--- config.mk ---
export PLATFORM = sky130hd
export DESIGN_NAME = tm_tape_cache
export DESIGN_NICKNAME = d
export VERILOG_FILES = /design/src/rtl/tm_tape_cache_pkg.sv /design/src/rtl/tm_tape_cache.sv
export SDC_FILE = /design/constraint.sdc
export NUM_CORES = 1
export LEC_CHECK = 0
export ABC_AREA = 1
export CAP_MARGIN = 20
export CORE_UTILIZATION = 50
export CTS_CLUSTER_SIZE = 25
export DETAILED_ROUTE_END_ITERATION = 7
export PLACE_DENSITY = 0.73
export SLEW_MARGIN = 20
export SYNTH_ARGS = -nofsm -noshare
export SYNTH_HDL_FRONTEND = slang
export SYNTH_SLANG_ARGS = --single-unit
--- constraint.sdc ---
create_clock -name clk -period 2.19 [get_ports clk]
set_input_delay 0.438 -clock clk [delete_from_list [all_inputs] [get_ports clk]]
set_output_delay 0.438 -clock clk [all_outputs]
set_load 0.005 [all_outputs]
--- src/rtl/tm_tape_cache_pkg.sv ---
// Shared types and constants for the Turing machine tape cache.
// FSM encodings and direction values match the legacy tm_defs.vh include.
package tm_tape_cache_pkg;

    localparam int unsigned TM_SYM_BITS  = 2;
    localparam int unsigned TM_ADDR_BITS = 8;

    localparam logic TM_DIR_R = 1'b1;
    localparam logic TM_DIR_L = 1'b0;

    typedef enum logic [1:0] {
        ST_IDLE      = 2'd0,
        ST_WB        = 2'd1,
        ST_FETCH_CUR = 2'd2,
        ST_FETCH_PF  = 2'd3
    } state_e;

endpackage

--- src/rtl/tm_tape_cache.sv ---
// Head-side tape cache: head cell, one predicted neighbour and a single
// writeback buffer in front of the external tape memory port.
module tm_tape_cache
    import tm_tape_cache_pkg::*;
#(
    parameter int unsigned ADDR_BITS = TM_ADDR_BITS,
    parameter int unsigned SYM_BITS  = TM_SYM_BITS
) (
    input  logic                 clk,
    input  logic                 rst,
    input  logic                 move_i,
    input  logic                 dir_i,
    input  logic                 wr_en_i,
    input  logic [SYM_BITS-1:0]  wr_sym_i,
    input  logic                 pred_r_i,
    input  logic                 pred_l_i,
    output logic                 ready_o,
    output logic [SYM_BITS-1:0]  sym_o,
    output logic [ADDR_BITS-1:0] pos_o,
    output logic                 mem_req_o,
    output logic                 mem_we_o,
    output logic [ADDR_BITS-1:0] mem_addr_o,
    output logic [SYM_BITS-1:0]  mem_wdata_o,
    input  logic [SYM_BITS-1:0]  mem_rdata_i,
    input  logic                 mem_ack_i
);

    state_e state_q, state_d;

    logic [ADDR_BITS-1:0] pos_q, pos_d;
    logic                 cur_valid_q, cur_valid_d;
    logic [SYM_BITS-1:0]  cur_sym_q, cur_sym_d;
    logic                 cur_dirty_q, cur_dirty_d;
    logic                 pf_valid_q, pf_valid_d;
    logic                 pf_dir_q, pf_dir_d;
    logic [SYM_BITS-1:0]  pf_sym_q, pf_sym_d;
    logic                 wb_valid_q, wb_valid_d;
    logic [ADDR_BITS-1:0] wb_addr_q, wb_addr_d;
    logic [SYM_BITS-1:0]  wb_sym_q, wb_sym_d;
    logic                 stale_q, stale_d;
    logic                 promote_q, promote_d;
    logic                 req_q, req_d;
    logic                 we_q, we_d;
    logic [ADDR_BITS-1:0] addr_q, addr_d;
    logic [SYM_BITS-1:0]  wdata_q, wdata_d;

    logic                 ready;
    logic                 move_acc;
    logic                 wr_acc;
    logic                 pf_issue;
    logic [ADDR_BITS-1:0] pos_next;
    logic [ADDR_BITS-1:0] pf_addr;

    assign ready    = cur_valid_q & ~wb_valid_q;
    assign move_acc = move_i & ready;
    assign wr_acc   = wr_en_i & ready;
    assign pos_next = (dir_i == TM_DIR_R) ? pos_q + 1'b1 : pos_q - 1'b1;
    assign pf_addr  = pred_r_i ? pos_q + 1'b1 : pos_q - 1'b1;
    // No prefetch is launched in a move cycle: the target would be relative to the old head.
    assign pf_issue = (pred_r_i | pred_l_i) & ~pf_valid_q & ~move_acc;

    always_ff @(posedge clk or posedge rst) begin
        if (rst) begin
            state_q <= ST_IDLE;
        end else begin
            state_q <= state_d;
        end
    end

    always_comb begin
        state_d = state_q;
        case (state_q)
            ST_IDLE: begin
                if (wb_valid_q)       state_d = ST_WB;
                else if (!cur_valid_q) state_d = ST_FETCH_CUR;
                else if (pf_issue)    state_d = ST_FETCH_PF;
            end
            default: begin
                if (mem_ack_i) state_d = ST_IDLE;
            end
        endcase
    end

    always_comb begin
        req_d   = req_q;
        we_d    = we_q;
        addr_d  = addr_q;
        wdata_d = wdata_q;
        if (state_q == ST_IDLE) begin
            case (state_d)
                ST_WB: begin
                    req_d   = 1'b1;
                    we_d    = 1'b1;
                    addr_d  = wb_addr_q;
                    wdata_d = wb_sym_q;
                end
                ST_FETCH_CUR: begin
                    req_d  = 1'b1;
                    we_d   = 1'b0;
                    addr_d = pos_q;
                end
                ST_FETCH_PF: begin
                    req_d  = 1'b1;
                    we_d   = 1'b0;
                    addr_d = pf_addr;
                end
                default: ;
            endcase
        end else if (mem_ack_i) begin
            req_d = 1'b0;
        end
    end

    always_comb begin
        pos_d       = pos_q;
        cur_valid_d = cur_valid_q;
        cur_sym_d   = cur_sym_q;
        cur_dirty_d = cur_dirty_q;
        pf_valid_d  = pf_valid_q;
        pf_dir_d    = pf_dir_q;
        pf_sym_d    = pf_sym_q;
        wb_valid_d  = wb_valid_q;
        wb_addr_d   = wb_addr_q;
        wb_sym_d    = wb_sym_q;
        stale_d     = stale_q;
        promote_d   = promote_q;

        if (wr_acc) begin
            cur_sym_d   = wr_sym_i;
            cur_dirty_d = 1'b1;
        end

        if (move_acc) begin
            pos_d      = pos_next;
            pf_valid_d = 1'b0;
            if (cur_dirty_q | wr_acc) begin
                wb_valid_d = 1'b1;
                wb_addr_d  = pos_q;
                wb_sym_d   = wr_acc ? wr_sym_i : cur_sym_q;
            end
            if (pf_valid_q && (pf_dir_q == dir_i)) begin
                cur_sym_d   = pf_sym_q;
                cur_dirty_d = 1'b0;
            end else begin
                cur_valid_d = 1'b0;
                cur_dirty_d = 1'b0;
            end
            // A prefetch still in flight either becomes the head fetch or is poisoned.
            if (state_q == ST_FETCH_PF && !mem_ack_i) begin
                if (dir_i == pf_dir_q) promote_d = 1'b1;
                else                   stale_d   = 1'b1;
            end
        end

        if (state_q == ST_IDLE && state_d == ST_FETCH_PF) begin
            pf_dir_d = pred_r_i ? TM_DIR_R : TM_DIR_L;
        end

        if (state_q == ST_WB && mem_ack_i) begin
            wb_valid_d = 1'b0;
        end

        if (state_q == ST_FETCH_CUR && mem_ack_i) begin
            cur_valid_d = 1'b1;
            cur_sym_d   = mem_rdata_i;
            cur_dirty_d = 1'b0;
        end

        if (state_q == ST_FETCH_PF && mem_ack_i) begin
            stale_d   = 1'b0;
            promote_d = 1'b0;
            if (promote_q || (move_acc && dir_i == pf_dir_q)) begin
                cur_valid_d = 1'b1;
                cur_sym_d   = mem_rdata_i;
                cur_dirty_d = 1'b0;
            end else if (!stale_q && !move_acc) begin
                pf_valid_d = 1'b1;
                pf_sym_d   = mem_rdata_i;
            end
        end
    end

    always_ff @(posedge clk or posedge rst) begin
        if (rst) begin
            pos_q       <= '0;
            cur_valid_q <= 1'b0;
            cur_sym_q   <= '0;
            cur_dirty_q <= 1'b0;
            pf_valid_q  <= 1'b0;
            pf_dir_q    <= 1'b0;
            pf_sym_q    <= '0;
            wb_valid_q  <= 1'b0;
            wb_addr_q   <= '0;
            wb_sym_q    <= '0;
            stale_q     <= 1'b0;
            promote_q   <= 1'b0;
            req_q       <= 1'b0;
            we_q        <= 1'b0;
            addr_q      <= '0;
            wdata_q     <= '0;
        end else begin
            pos_q       <= pos_d;
            cur_valid_q <= cur_valid_d;
            cur_sym_q   <= cur_sym_d;
            cur_dirty_q <= cur_dirty_d;
            pf_valid_q  <= pf_valid_d;
            pf_dir_q    <= pf_dir_d;
            pf_sym_q    <= pf_sym_d;
            wb_valid_q  <= wb_valid_d;
            wb_addr_q   <= wb_addr_d;
            wb_sym_q    <= wb_sym_d;
            stale_q     <= stale_d;
            promote_q   <= promote_d;
            req_q       <= req_d;
            we_q        <= we_d;
            addr_q      <= addr_d;
            wdata_q     <= wdata_d;
        end
    end

    assign ready_o     = ready;
    assign sym_o       = cur_sym_q;
    assign pos_o       = pos_q;
    assign mem_req_o   = req_q;
    assign mem_we_o    = we_q;
    assign mem_addr_o  = addr_q;
    assign mem_wdata_o = wdata_q;

endmodule

==> flow_summary.yaml <==
status:
  status: "completed"
die:
  die_x_microns: 72.6
  start_util_pct: 52.4
  die_h_microns: 72.6
  die_area_sq_um: 5270
  ios: 35
  rows: 25
  fp.coreArea_sq_um: 4750
cts:
  h-tree-depth: 2
  insertion_delay_ns: 0.30
  tritoncts: "done"
  path_clk_slew_ns: 0.09
  cts_resized: 0
  cts_max_path_buffers: 2
  numCtsBuffers: 5
  postCtsHoldBufs: 0
  postCtsSetupBuffers: 0
  clock-sinks: 43
  clockRootBuffer: "clkbuf_8"
timing:
  hold_viol: 0
  rsz0062_at_grt: "no"
  slew_headroom_pct: 73.2
  max_freq_mhz: 515
  fin_tns_setup_ns: 0
  period_needed_ns: 1.94
  setup_viol: 0
  finalClockSkew_ns: 0.0127
  fin_crit_sh_pct: 88.6
  tightest_slew_ns: 0.402
  slew_violations: 0
routing:
  ant_nets: 0
  wl_per_cell_microns: 13.3
  dr.pass1.iters: 5
  dr_total_vias: 2241
  vias_per_cell: 5.21
  wirelength_microns: 5740
  drt-initial-drc-count: 186
  drcViolationCount: 0
global_route:
  grt_pass1_vias: 2073
  grt_pass1_wl_microns: 9860
  antenna_found_initial: 0
  globalRouteOverflowTotal: 0
  grt_max_degree: 44
  grt_use_total_pct: 24.4
layout:
  layoutNonFillerInstCount: 430
  drive_gt1_share_pct: 9.64
  syn_to_final_growth_pct: 21.3
  area.sequential_sq_um: 1080
  diodes: 0
  multi_input_area_sq_um: 1190
  nNetsFinal: 376
  fill_cells: 446
  post-route-util_pct: 63.6
place:
  dp.cells: 422
  routabilityCongestion: 0.882
  hpwl_microns: 4170
  numPortBuffers: 34
critical_path:
  path_cells: "inv_1 -> nor2_2 -> clkdlybuf4s50_1"
  worstSetupPathType: "reg -> out"
  cp_slowest_cell: "clkdlybuf4s50_1"
  cp.required_ns: 1.75
  cp.arrival_ns: 1.50
  cp.buffers_inverters: 2
  cp_slowest_stage_delay_ns: 0.53
  cp_top_family: "buffers and inverters"
  crit_fanout: 4
  crit_path_end_kind: "primary output"
  critPathLaunchType: "flop"
logic_synthesis:
  yosysTopAreaCell: "dfrtp_1"
  synthFlopType: "dfrtp_1"
  synth_edf_count: 0
  ys_ff_latch: 43
  syn_nets: 339
  synth.distinct_cells: 34
  yosysSeqAreaShare_pct: 43.2
  synthTopCellsByArea: "dfrtp_1 43%, nand2_1 10%, nand3_1 8.2%"
  synthCells: 325
  syn_area_per_cell_sq_um: 7.67
  syn_area_sq_um: 2490
  yosysMostFrequentCell: "nand2_1"
  synth_top_area_share_pct: 43.2
  synth.top_cells.by_count: "69 x nand2_1, 43 x dfrtp_1, 41 x nand3_1, 36 x inv_1, 28 x nor2_1"
  yosys_warnings: 0
  synthArstFlopShare_pct: 100
power:
  power_density_nw_per_um2: 1560
  p_leak_nw: 1.42
  totalPowerFinal_mw: 4.71
  irDropWorstVdd_v: 0.000680
worst_hold_path:
  hp-class: "in -> async"
job:
  maxCapViolations: 0
[logic make-up (layout without fill, tap and decap cells)]
kind of cell	after synthesis	after routing	share of synthesized area, %
compound gates	52	52	12.4
xor+xnor	6	6	2.11
fa+ha+maj	2	2	1.00
buf+inv	51	89	8.84
flops	43	43	43.2
simple gates	171	171	32.5
[tightest hold or removal path: stages]
cell,delay [ns]
clkdlybuf4s50_1,0.40
clkinv_1,0.07
buf_12,0.23
[cells in the final DEF, fill, tap and decap left out, types with 4 or more instances in the layout]
| cell type | n |
|---|---|
| o21ai_0 | 23 |
| clkdlybuf4s50_1 | 34 |
| inv_1 | 35 |
| nand4_1 | 9 |
| nand3_1 | 41 |
| o211ai_1 | 4 |
| a31oi_1 | 5 |
| buf_4 | 6 |
| dfrtp_1 | 43 |
| nand2_4 | 4 |
| nor2_1 | 28 |
| clkbuf_8 | 5 |
| nand2_1 | 69 |
| nor2_2 | 5 |
| xor2_1 | 4 |
| or2_0 | 8 |
| a21oi_1 | 9 |
[registers in the layout (all words and copies together) (netlist names), 2 cells and up]
name	cells
wb_addr_q	8
pf_sym_q	2
sym_o	2
wb_sym_q	2
pos_o	8
mem_wdata_o	2
state_q	2
mem_addr_o	8
[path summary, 6_finish.rpt]
| kind | from | slack, ns | cells past startpoint | endpoint |
|---|---|---|---|---|
| setup / recovery | cur_valid_q | 0.25 | 3 | ready_o |
| hold / removal | rst | 0.46 | 3 | mem_wdata_o[1] |
| setup reg to reg | state_q[1] | 0.40 | 9 | mem_addr_o[5] |
| hold reg to reg | pf_sym_q[1] | 0.50 | 2 | pf_sym_q[1] |
| max in group asynchronous | rst | 1.51 | 3 | pf_valid_q |
| min in group clk | pf_sym_q[1] | 0.50 | 2 | pf_sym_q[1] |
[per-stage QoR]
stage | instance area (sq um) | hold WS (ns) | setup slack (ns)
after detailed placement | 2910 | 0.486 | 0.0364
final | 3020 | 0.464 | 0.250
after global placement | 2910 | 0.469 | 0.0736
after global routing | 3020 | 0.498 | 0.167
after CTS | 3020 | 0.488 | 0.230
after floorplan | 2490 | 0.454 | 0.677
[area by class of cell]
cell class | count | share of cell area (%)
Clock buffer | 5 | 2.28
Clock inverter | 3 | 1.45
Tap cell | 67 | 2.77
Multi-Input combinational cell | 231 | 39.5
Sequential cell | 43 | 35.6
Timing Repair Buffer | 41 | 13.4
Inverter | 40 | 4.97
[per-layer routing]
layer / vias up / GRT usage, % / share of wire [%]
li1: 1146 / - / -
met1: 1040 / 35.2 / 49
met2: 48 / 38.6 / 47
met3: 7 / 3.73 / 3.6
met4: 0 / 6.32 / 1.0
met5: - / 0 / 0
[report_power, final]
part | internal [mW] | switching, mW | total [mW]
logic | 1.09 | 1.45 | 2.54
clock network | 0.340 | 0.290 | 0.630
registers | 1.18 | 0.352 | 1.53
total | 2.61 | 2.10 | 4.71
Power figures use the tool's default switching activity.
